`src/rtl/alu_serial_core_p.sv`:
```
// alu_serial_core_p: serial-in/serial-out ALU core with a parametrised operand width.
// Each 11-bit frame is: start 0, type bit, 8 payload bits MSB first, stop 1.
// A request is 2*N_BYTES DATA frames (B then A) followed by one CTL frame carrying the op and a CRC4.
// The reply is N_BYTES result frames plus a CTL frame with flags and a CRC3, or a single error frame.
// Optional macro ALU_XOR_OP_EN: when defined, opcode 3'b010 performs XOR;
// when undefined, 3'b010 is an unused opcode.
module alu_serial_core_p #(
    parameter int N_BYTES = 4
) (
    input  logic clk,
    input  logic rst_n,
    input  logic sin,
    output logic sout,
    output logic busy,
    output logic pkt_done
);
    localparam int W  = 8 * N_BYTES;
    localparam int DW = 2 * W;
    localparam logic [4:0] DATA_FULL = 5'(2 * N_BYTES);
    localparam logic [4:0] DATA_MAX  = 5'(2 * N_BYTES + 1);
    localparam logic [3:0] LAST_IDX  = 4'(N_BYTES);

    typedef enum logic [2:0] {RX_IDLE, RX_TYPE, RX_PAYLOAD, RX_STOP, RX_SKIP, RX_WAIT_HI} rx_state_t;
    typedef enum logic {TX_IDLE, TX_SEND} tx_state_t;

    rx_state_t rx_state_reg, rx_next;
    tx_state_t tx_state_reg, tx_next;

    logic [3:0]    bit_cnt_reg;
    logic          type_reg;
    logic [7:0]    pay_reg;
    logic [DW-1:0] opnd_reg;
    logic [4:0]    data_cnt_reg;
    logic          ferr_reg;
    logic [W-1:0]  res_c_reg;
    logic [7:0]    resp_pay_reg;
    logic          resp_err_reg;
    logic          eval_valid_reg, eval_valid_d_reg;

    logic sout_reg, busy_reg, pkt_done_reg;
    logic [9:0] shift_reg;
    logic [3:0] tbit_reg, frame_idx_reg;

    // receiver strobes
    logic bit_clr, bit_inc, cap_type, shift_pay, data_push, ctl_eval, ferr_set;

    assign sout     = sout_reg;
    assign busy     = busy_reg;
    assign pkt_done = pkt_done_reg;

    // CRC4, polynomial x^4+x+1, zero init, message MSB first
    function automatic logic [3:0] crc4_fn(input logic [DW+3:0] m);
        logic [3:0] c;
        logic fb;
        c = 4'd0;
        for (int i = DW + 3; i >= 0; i--) begin
            fb = c[3] ^ m[i];
            c  = {c[2:0], 1'b0} ^ {2'b00, fb, fb};
        end
        return c;
    endfunction

    // CRC3, polynomial x^3+x+1, zero init, message MSB first
    function automatic logic [2:0] crc3_fn(input logic [W+4:0] m);
        logic [2:0] c;
        logic fb;
        c = 3'd0;
        for (int i = W + 4; i >= 0; i--) begin
            fb = c[2] ^ m[i];
            c  = {c[1:0], 1'b0} ^ {1'b0, fb, fb};
        end
        return c;
    endfunction

    // ---------------- packet evaluation ----------------
    logic [W-1:0] b_op, a_op, alu_c;
    logic [W:0]   sum, diff;
    logic         carry, ovf, op_ok, d_err, c_err, o_err;
    logic [3:0]   flags;
    logic [7:0]   err_pay;

    assign b_op = opnd_reg[DW-1:W];
    assign a_op = opnd_reg[W-1:0];
    assign sum  = {1'b0, b_op} + {1'b0, a_op};
    assign diff = {1'b0, b_op} - {1'b0, a_op};

    // ALU result and flags for the opcode held in the CTL payload
    always_comb begin
        alu_c = '0;
        carry = 1'b0;
        ovf   = 1'b0;
        op_ok = 1'b1;
        case (pay_reg[6:4])
            3'b000: alu_c = b_op & a_op;
            3'b001: alu_c = b_op | a_op;
            3'b100: begin
                alu_c = sum[W-1:0];
                carry = sum[W];
                ovf   = (b_op[W-1] == a_op[W-1]) && (alu_c[W-1] != b_op[W-1]);
            end
            3'b101: begin
                alu_c = diff[W-1:0];
                carry = diff[W];
                ovf   = (b_op[W-1] != a_op[W-1]) && (alu_c[W-1] != b_op[W-1]);
            end
`ifdef ALU_XOR_OP_EN
            3'b010: alu_c = b_op ^ a_op;
`endif
            default: op_ok = 1'b0;
        endcase
    end

    // only the highest-priority error is reported: data > crc > op
    assign flags   = {carry, ovf, (alu_c == '0), alu_c[W-1]};
    assign d_err   = (data_cnt_reg != DATA_FULL) | ferr_reg;
    assign c_err   = ~d_err & (crc4_fn({b_op, a_op, 1'b1, pay_reg[6:4]}) != pay_reg[3:0]);
    assign o_err   = ~d_err & ~c_err & ~op_ok;
    assign err_pay = {1'b1, d_err, c_err, o_err, d_err, c_err, o_err,
                      ^{1'b1, d_err, c_err, o_err, d_err, c_err, o_err}};

    // ---------------- receiver ----------------
    // receiver state register
    always_ff @(posedge clk or negedge rst_n) begin
        if (!rst_n) rx_state_reg <= RX_IDLE;
        else        rx_state_reg <= rx_next;
    end

    // receiver next-state and datapath strobes; frames arriving while replying are skipped
    always_comb begin
        rx_next   = rx_state_reg;
        bit_clr   = 1'b0;
        bit_inc   = 1'b0;
        cap_type  = 1'b0;
        shift_pay = 1'b0;
        data_push = 1'b0;
        ctl_eval  = 1'b0;
        ferr_set  = 1'b0;
        case (rx_state_reg)
            RX_IDLE: if (!sin) begin
                bit_clr = 1'b1;
                rx_next = busy_reg ? RX_SKIP : RX_TYPE;
            end
            RX_TYPE: begin
                cap_type = 1'b1;
                bit_clr  = 1'b1;
                rx_next  = RX_PAYLOAD;
            end
            RX_PAYLOAD: begin
                shift_pay = 1'b1;
                bit_inc   = 1'b1;
                if (bit_cnt_reg == 4'd7) rx_next = RX_STOP;
            end
            RX_STOP: begin
                if (!sin) begin
                    ferr_set = 1'b1;
                    rx_next  = RX_WAIT_HI;
                end else begin
                    data_push = ~type_reg;
                    ctl_eval  = type_reg;
                    rx_next   = RX_IDLE;
                end
            end
            RX_SKIP: begin
                bit_inc = 1'b1;
                if (bit_cnt_reg == 4'd9) rx_next = RX_IDLE;
            end
            RX_WAIT_HI: if (sin) rx_next = RX_IDLE;
            default: rx_next = RX_IDLE;
        endcase
    end

    // receiver datapath, packet reset and result capture
    always_ff @(posedge clk or negedge rst_n) begin
        if (!rst_n) begin
            bit_cnt_reg      <= '0;
            type_reg         <= 1'b0;
            pay_reg          <= '0;
            opnd_reg         <= '0;
            data_cnt_reg     <= '0;
            ferr_reg         <= 1'b0;
            res_c_reg        <= '0;
            resp_pay_reg     <= '0;
            resp_err_reg     <= 1'b0;
            eval_valid_reg   <= 1'b0;
            eval_valid_d_reg <= 1'b0;
        end else begin
            eval_valid_reg   <= ctl_eval;
            eval_valid_d_reg <= eval_valid_reg;
            if (bit_clr)   bit_cnt_reg <= '0;
            else if (bit_inc) bit_cnt_reg <= bit_cnt_reg + 4'd1;
            if (cap_type)  type_reg <= sin;
            if (shift_pay) pay_reg <= {pay_reg[6:0], sin};
            if (ferr_set)  ferr_reg <= 1'b1;
            if (data_push) begin
                opnd_reg <= {opnd_reg[DW-9:0], pay_reg};
                if (data_cnt_reg != DATA_MAX) data_cnt_reg <= data_cnt_reg + 5'd1;
            end
            if (ctl_eval) begin
                res_c_reg    <= alu_c;
                resp_err_reg <= d_err | c_err | o_err;
                resp_pay_reg <= (d_err | c_err | o_err) ? err_pay
                              : {1'b0, flags, crc3_fn({alu_c, 1'b0, flags})};
                opnd_reg     <= '0;
                data_cnt_reg <= '0;
                ferr_reg     <= 1'b0;
            end
        end
    end

    // ---------------- transmitter ----------------
    // result bytes indexed LSB byte first; unused slots read as zero
    logic [7:0] c_bytes [8];
    for (genvar gi = 0; gi < 8; gi++) begin : g_bytes
        if (gi < N_BYTES) begin : g_used
            assign c_bytes[gi] = res_c_reg[8*gi +: 8];
        end else begin : g_pad
            assign c_bytes[gi] = 8'h00;
        end
    end

    logic [3:0]  load_idx;
    logic [2:0]  byte_sel;
    logic [10:0] load_frame;
    logic        last_frame;
    logic        sout_next, busy_next, pkt_done_next;
    logic [9:0]  shift_next;
    logic [3:0]  tbit_next, frame_idx_next;

    assign load_idx   = (tx_state_reg == TX_IDLE) ? 4'd0 : frame_idx_reg + 4'd1;
    assign byte_sel   = 3'(N_BYTES - 1) - load_idx[2:0];
    assign load_frame = (resp_err_reg || load_idx == LAST_IDX)
                        ? {2'b01, resp_pay_reg, 1'b1}
                        : {2'b00, c_bytes[byte_sel], 1'b1};
    assign last_frame = resp_err_reg || (frame_idx_reg == LAST_IDX);

    // transmitter state register and output registers
    always_ff @(posedge clk or negedge rst_n) begin
        if (!rst_n) begin
            tx_state_reg  <= TX_IDLE;
            sout_reg      <= 1'b1;
            busy_reg      <= 1'b0;
            pkt_done_reg  <= 1'b0;
            shift_reg     <= '0;
            tbit_reg      <= '0;
            frame_idx_reg <= '0;
        end else begin
            tx_state_reg  <= tx_next;
            sout_reg      <= sout_next;
            busy_reg      <= busy_next;
            pkt_done_reg  <= pkt_done_next;
            shift_reg     <= shift_next;
            tbit_reg      <= tbit_next;
            frame_idx_reg <= frame_idx_next;
        end
    end

    // transmitter next-state: frames go out back-to-back, pkt_done marks the final stop bit
    always_comb begin
        tx_next        = tx_state_reg;
        sout_next      = sout_reg;
        busy_next      = busy_reg;
        pkt_done_next  = 1'b0;
        shift_next     = shift_reg;
        tbit_next      = tbit_reg;
        frame_idx_next = frame_idx_reg;
        case (tx_state_reg)
            TX_IDLE: if (eval_valid_d_reg) begin
                tx_next        = TX_SEND;
                sout_next      = load_frame[10];
                shift_next     = load_frame[9:0];
                tbit_next      = 4'd0;
                frame_idx_next = 4'd0;
                busy_next      = 1'b1;
            end
            TX_SEND: begin
                if (tbit_reg != 4'd10) begin
                    sout_next     = shift_reg[9];
                    shift_next    = {shift_reg[8:0], 1'b0};
                    tbit_next     = tbit_reg + 4'd1;
                    pkt_done_next = (tbit_reg == 4'd9) && last_frame;
                end else if (last_frame) begin
                    tx_next   = TX_IDLE;
                    sout_next = 1'b1;
                    busy_next = 1'b0;
                end else begin
                    sout_next      = load_frame[10];
                    shift_next     = load_frame[9:0];
                    tbit_next      = 4'd0;
                    frame_idx_next = load_idx;
                end
            end
            default: tx_next = TX_IDLE;
        endcase
    end
endmodule

```
`config.mk`:
```
export PLATFORM = sky130hd
export DESIGN_NAME = alu_serial_core_p
export DESIGN_NICKNAME = d
export VERILOG_FILES = /design/src/rtl/alu_serial_core_p.sv
export SDC_FILE = /design/constraint.sdc
export NUM_CORES = 1
export LEC_CHECK = 0
export CORE_AREA = 2 2 157 159
export DETAILED_ROUTE_END_ITERATION = 10
export DIE_AREA = 0 0 159 161
export DONT_BUFFER_PORTS = 1
export GPL_ROUTABILITY_DRIVEN = 0
export PLACE_DENSITY = 0.74
export SLEW_MARGIN = 20
export SYNTH_ARGS = -nofsm -noshare
export SYNTH_HDL_FRONTEND = slang
export SYNTH_SLANG_ARGS = --single-unit
```
`constraint.sdc`:
```
create_clock -name clk -period 13.1 [get_ports clk]
set_clock_uncertainty 0.15 [all_clocks]
set_input_delay 1.965 -clock clk [delete_from_list [all_inputs] [get_ports clk]]
set_output_delay 1.965 -clock clk [all_outputs]
set_load 0.05 [all_outputs]
```
==> Implementation_results.wiki <==
{| class="wikitable"
! Metric !! Value
|-
| Cts repair resizes || 0
|-
| Total CTS buffers || 17
|-
| Antenna violations before repair || 0
|-
| Post-detail-place hpwl || just under 30000 um
|-
| Total global routing track utilization || 30.9%
|-
| Run status || finished, final reports clean
|-
| Required time of the critical path || 13.31 ns
|-
| Static power due to leakage || approximately 5.7 nW
|-
| Layout cells sized above 1 || 5.80%
|-
| Number of vias in the routed layout || between 10000 and 15000
|-
| Peak ir drop on the vdd network || approximately 0.27 mV
|-
| Area share of the largest cell type after synthesis || 28.6%
|-
| Placed cells || 1826
|-
| Cts hold-fix bufs || 0
|-
| Buffer levels on the longest clock path || 2
|-
| Final setup viols || 0
|-
| Netlist cell types || 82
|-
| Die Outline Area || about 0.026 mm^2
|-
| Post-Synthesis Cell Area || roughly 0.013 mm^2
|-
| Starting density of the core || a little over half
|-
| Clock sink total || 150
|-
| Buffers added on ports || 0
|-
| Sum of negative setup slack || 0 ns
|-
| Top area cells in the synthesized netlist || dfrtp_1 29%, ha_1 11%, xnor2_1 9.1%
|-
| Mean instance size in the synthesized netlist || about 8.2 um^2
|-
| Count of non-filler cells in the finished layout || 1858
|-
| Startpoint-to-endpoint class of the critical path || reg -> reg
|-
| Worst-margin pin slew || about 1.0 ns
|-
| Worst slew margin relative to its limit || 29.2%
|-
| Placeable core region || 0.0240 mm^2
|-
| Setup repair after global routing missed its margin || false
|-
| Fmax achieved || approximately 160 MHz
|-
| Clock tree root driver cell || clkbuf_16
|-
| Max-cap violation count || 0
|-
| Endpoint arrival time on the critical path || around 6.4 ns
|-
| Crit-path max cell delay || ~0.7 ns
|-
| Classification of the worst-slack hold path || reg -> reg
|-
| Final Slew Violations || 0
|-
| Primary flip-flop cell chosen by synthesis mapping || dfrtp_1
|-
| Vias in the first global route || 10800
|-
| Count of flip-flops with a built-in enable after synthesis || 0
|-
| Largest net degree at the start of global routing || between 150 and 200
|-
| Routed vias/inst || between 6 and 7
|-
| H-tree levels || 4
|-
| Crit path max-delay cell type || a221oi_1
|-
| CP Max Fanout || 11
|-
| Synth area leader || dfrtp_1
|-
| Ratio of final minimum period to clock period || 47.4%
|-
| CTS tree || yes
|-
| Number of DRC violations after detailed-routing iteration 0 || ~1200
|-
| Overall die width || 159 um
|-
| Ratio of total power to cell area || 231 mW/mm^2
|-
| Async set-or-reset flop fraction in the synthesized netlist || between 90% and 100%
|-
| Most frequent cells after synthesis || 228 x nand2_1, 149 x dfrtp_1, 136 x xnor2_1
|-
| Family with the most delay on the worst path || compound AO/OA/AOI/OAI gates
|-
| Number of core rows || 57
|-
| Setup repair bufs after CTS || 0
|-
| Final ANT Viol Nets || 0
|-
| Crit path time final || approximately 6.2 ns
|-
| Inserted Diodes || 0
|-
| Critical path endpoint category || register
|-
| Total number of nets in the final design || ~1600
|-
| Total routed wirelength || 39500 um
|-
| Final number of hold-violating endpoints || 0
|-
| Layout overhead on the synthesized area || 5.76%
|-
| Cells traversed along the worst timing path || inv_1 -> ha_1 -> a21oi_1 -> o211ai_1 -> a221oi_1 -> a32oi_1 -> nor4_1 -> o31a_1 -> nand3_1 -> a31oi_2 -> ha_1 -> nand2b_1 -> nor4_1 -> and4_1 -> and4_1 -> nand4b_1 -> nor3_1 -> nand4_1 -> o31ai_1 -> xnor2_1 -> xnor2_1 -> a21oi_1 -> o21ai_0
|-
| Number of buffer and inverter stages on the critical path || 1
|-
| Die height || 161 um
|-
| Most frequent cell after synthesis || nand2_1
|-
| Number of flip-flops in the largest register || 64
|-
| Clock slew at reported path FFs || around 0.07 ns
|-
| Number of top-level pins || 6
|-
| First-pass GRT wire length || around 62000 um
|-
| Final hold slack || between 0.2 and 0.25 ns
|-
| Number of detailed-routing iterations run before antenna repair || 7
|-
| Post-synthesis sequential area ratio || between 20% and 30%
|-
| Clock insertion delay at the later pin of the skew report || roughly 0.44 ns
|-
| Synth warn || 0
|-
| Number of nets produced by synthesis || ~1700
|-
| Drt drc || 0
|-
| Wire length per cell after detailed routing || 21.3 um
|-
| Remaining Overflow, GRT || 0
|-
| Critical path startpoint category || register
|-
| Count of mapped cells out of synthesis || 1585
|-
| Post-synthesis sequential element count || 150
|}
## kinds of logic after synthesis
logic type      share of synthesized area (%)
simple gates                             16.4
compound gates                           23.1
buf+inv                                  5.85
xor+xnor                                 13.1
flops                                    28.8
fa+ha+maj                                11.0
mux                                      1.76
## final timing paths
| path | from | endpoint | slack (ns) | cells past startpoint |
|---|---|---|---|---|
| setup / recovery | opnd_reg[12]$_DFFE_PN0P_ | resp_pay_reg[2]$_DFFE_PN0P_ | 6.89 | 23 |
| hold / removal | eval_valid_reg$_DFF_PN0_ | eval_valid_d_reg$_DFF_PN0_ | 0.20 | 0 |
| setup reg to reg | opnd_reg[12]$_DFFE_PN0P_ | resp_pay_reg[2]$_DFFE_PN0P_ | 6.89 | 23 |
| hold reg to reg | eval_valid_reg$_DFF_PN0_ | eval_valid_d_reg$_DFF_PN0_ | 0.20 | 0 |
| max in group asynchronous | rst_n | opnd_reg[30]$_DFFE_PN0P_ | 11.40 | 0 |
| min in group asynchronous | rst_n | resp_pay_reg[5]$_DFFE_PN0P_ | 1.07 | 0 |
## through the flow
stage	worst slack (ns)	power [mW]	instance area, um^2	utilization (%)
2_1_floorplan	7.97	2.21	13000	-
3_3_place_gp	7.29	2.60	13200	54.9
3_5_place_dp	7.13	2.64	13200	54.9
4_1_cts	7.11	3.15	13800	57.5
5_1_grt	6.48	3.40	13800	57.5
6_report	6.89	3.18	13800	57.5
## power by group
part | leakage, nW | internal, mW | total (mW) | switching, mW
clock network | 0.288 | 0.258 | 0.502 | 0.245
registers | 2.01 | 0.573 | 0.736 | 0.163
logic | 3.37 | 0.817 | 1.94 | 1.12
total | 5.67 | 1.65 | 3.18 | 1.53
## final cells by class
type / instances / area, um^2
clock buffers: 17 / 425
repair buffers: 7 / 52.6
multi-input cells: 1235 / 8550
clock inverters: 15 / 179
inverters: 110 / 413
well taps: 324 / 405
flip-flops and latches: 150 / 3760
fillers: 2160 / 10200
## worst register-to-register path, cell delays in order, from the launching register on
cell and delay (ns):
dfrtp_1 0.52, inv_1 0.14, ha_1 0.47, a21oi_1 0.32, o211ai_1 0.13, a221oi_1 0.70
a32oi_1 0.26, nor4_1 0.60, o31a_1 0.27, nand3_1 0.11, a31oi_2 0.30, ha_1 0.21
nand2b_1 0.06, nor4_1 0.14, and4_1 0.21, and4_1 0.19, nand4b_1 0.10, nor3_1 0.20
nand4_1 0.15, o31ai_1 0.33, xnor2_1 0.21, xnor2_1 0.15, a21oi_1 0.07, o21ai_0 0.15
## placed cells by master, fill, tap and decap left out, types with 16 or more instances in the layout
| cell | netlist | layout |
|---|---|---|
| nand2_1 | 228 | 228 |
| dfrtp_1 | 149 | 147 |
| xnor2_1 | 136 | 136 |
| ha_1 | 111 | 111 |
| o21ai_0 | 110 | 110 |
| inv_1 | 107 | 107 |
| nor2_1 | 97 | 97 |
| a21oi_1 | 91 | 91 |
| o31ai_1 | 69 | 69 |
| nor3_1 | 25 | 25 |
| a211oi_1 | 25 | 25 |
| nand3_1 | 22 | 21 |
| xor2_1 | 20 | 20 |
| clkbuf_16 | 0 | 17 |
| o211ai_1 | 16 | 16 |
## layer usage
metal  vias up  part of all wire [%]  track usage (%)
met5         -                     0                0
met4         0                   4.9             15.7
met3       119                   9.0             7.47
met2       531                    44             48.2
met1      5532                    42             40.4
li1       5425                     -                -
Power figures use the tool's default switching activity.
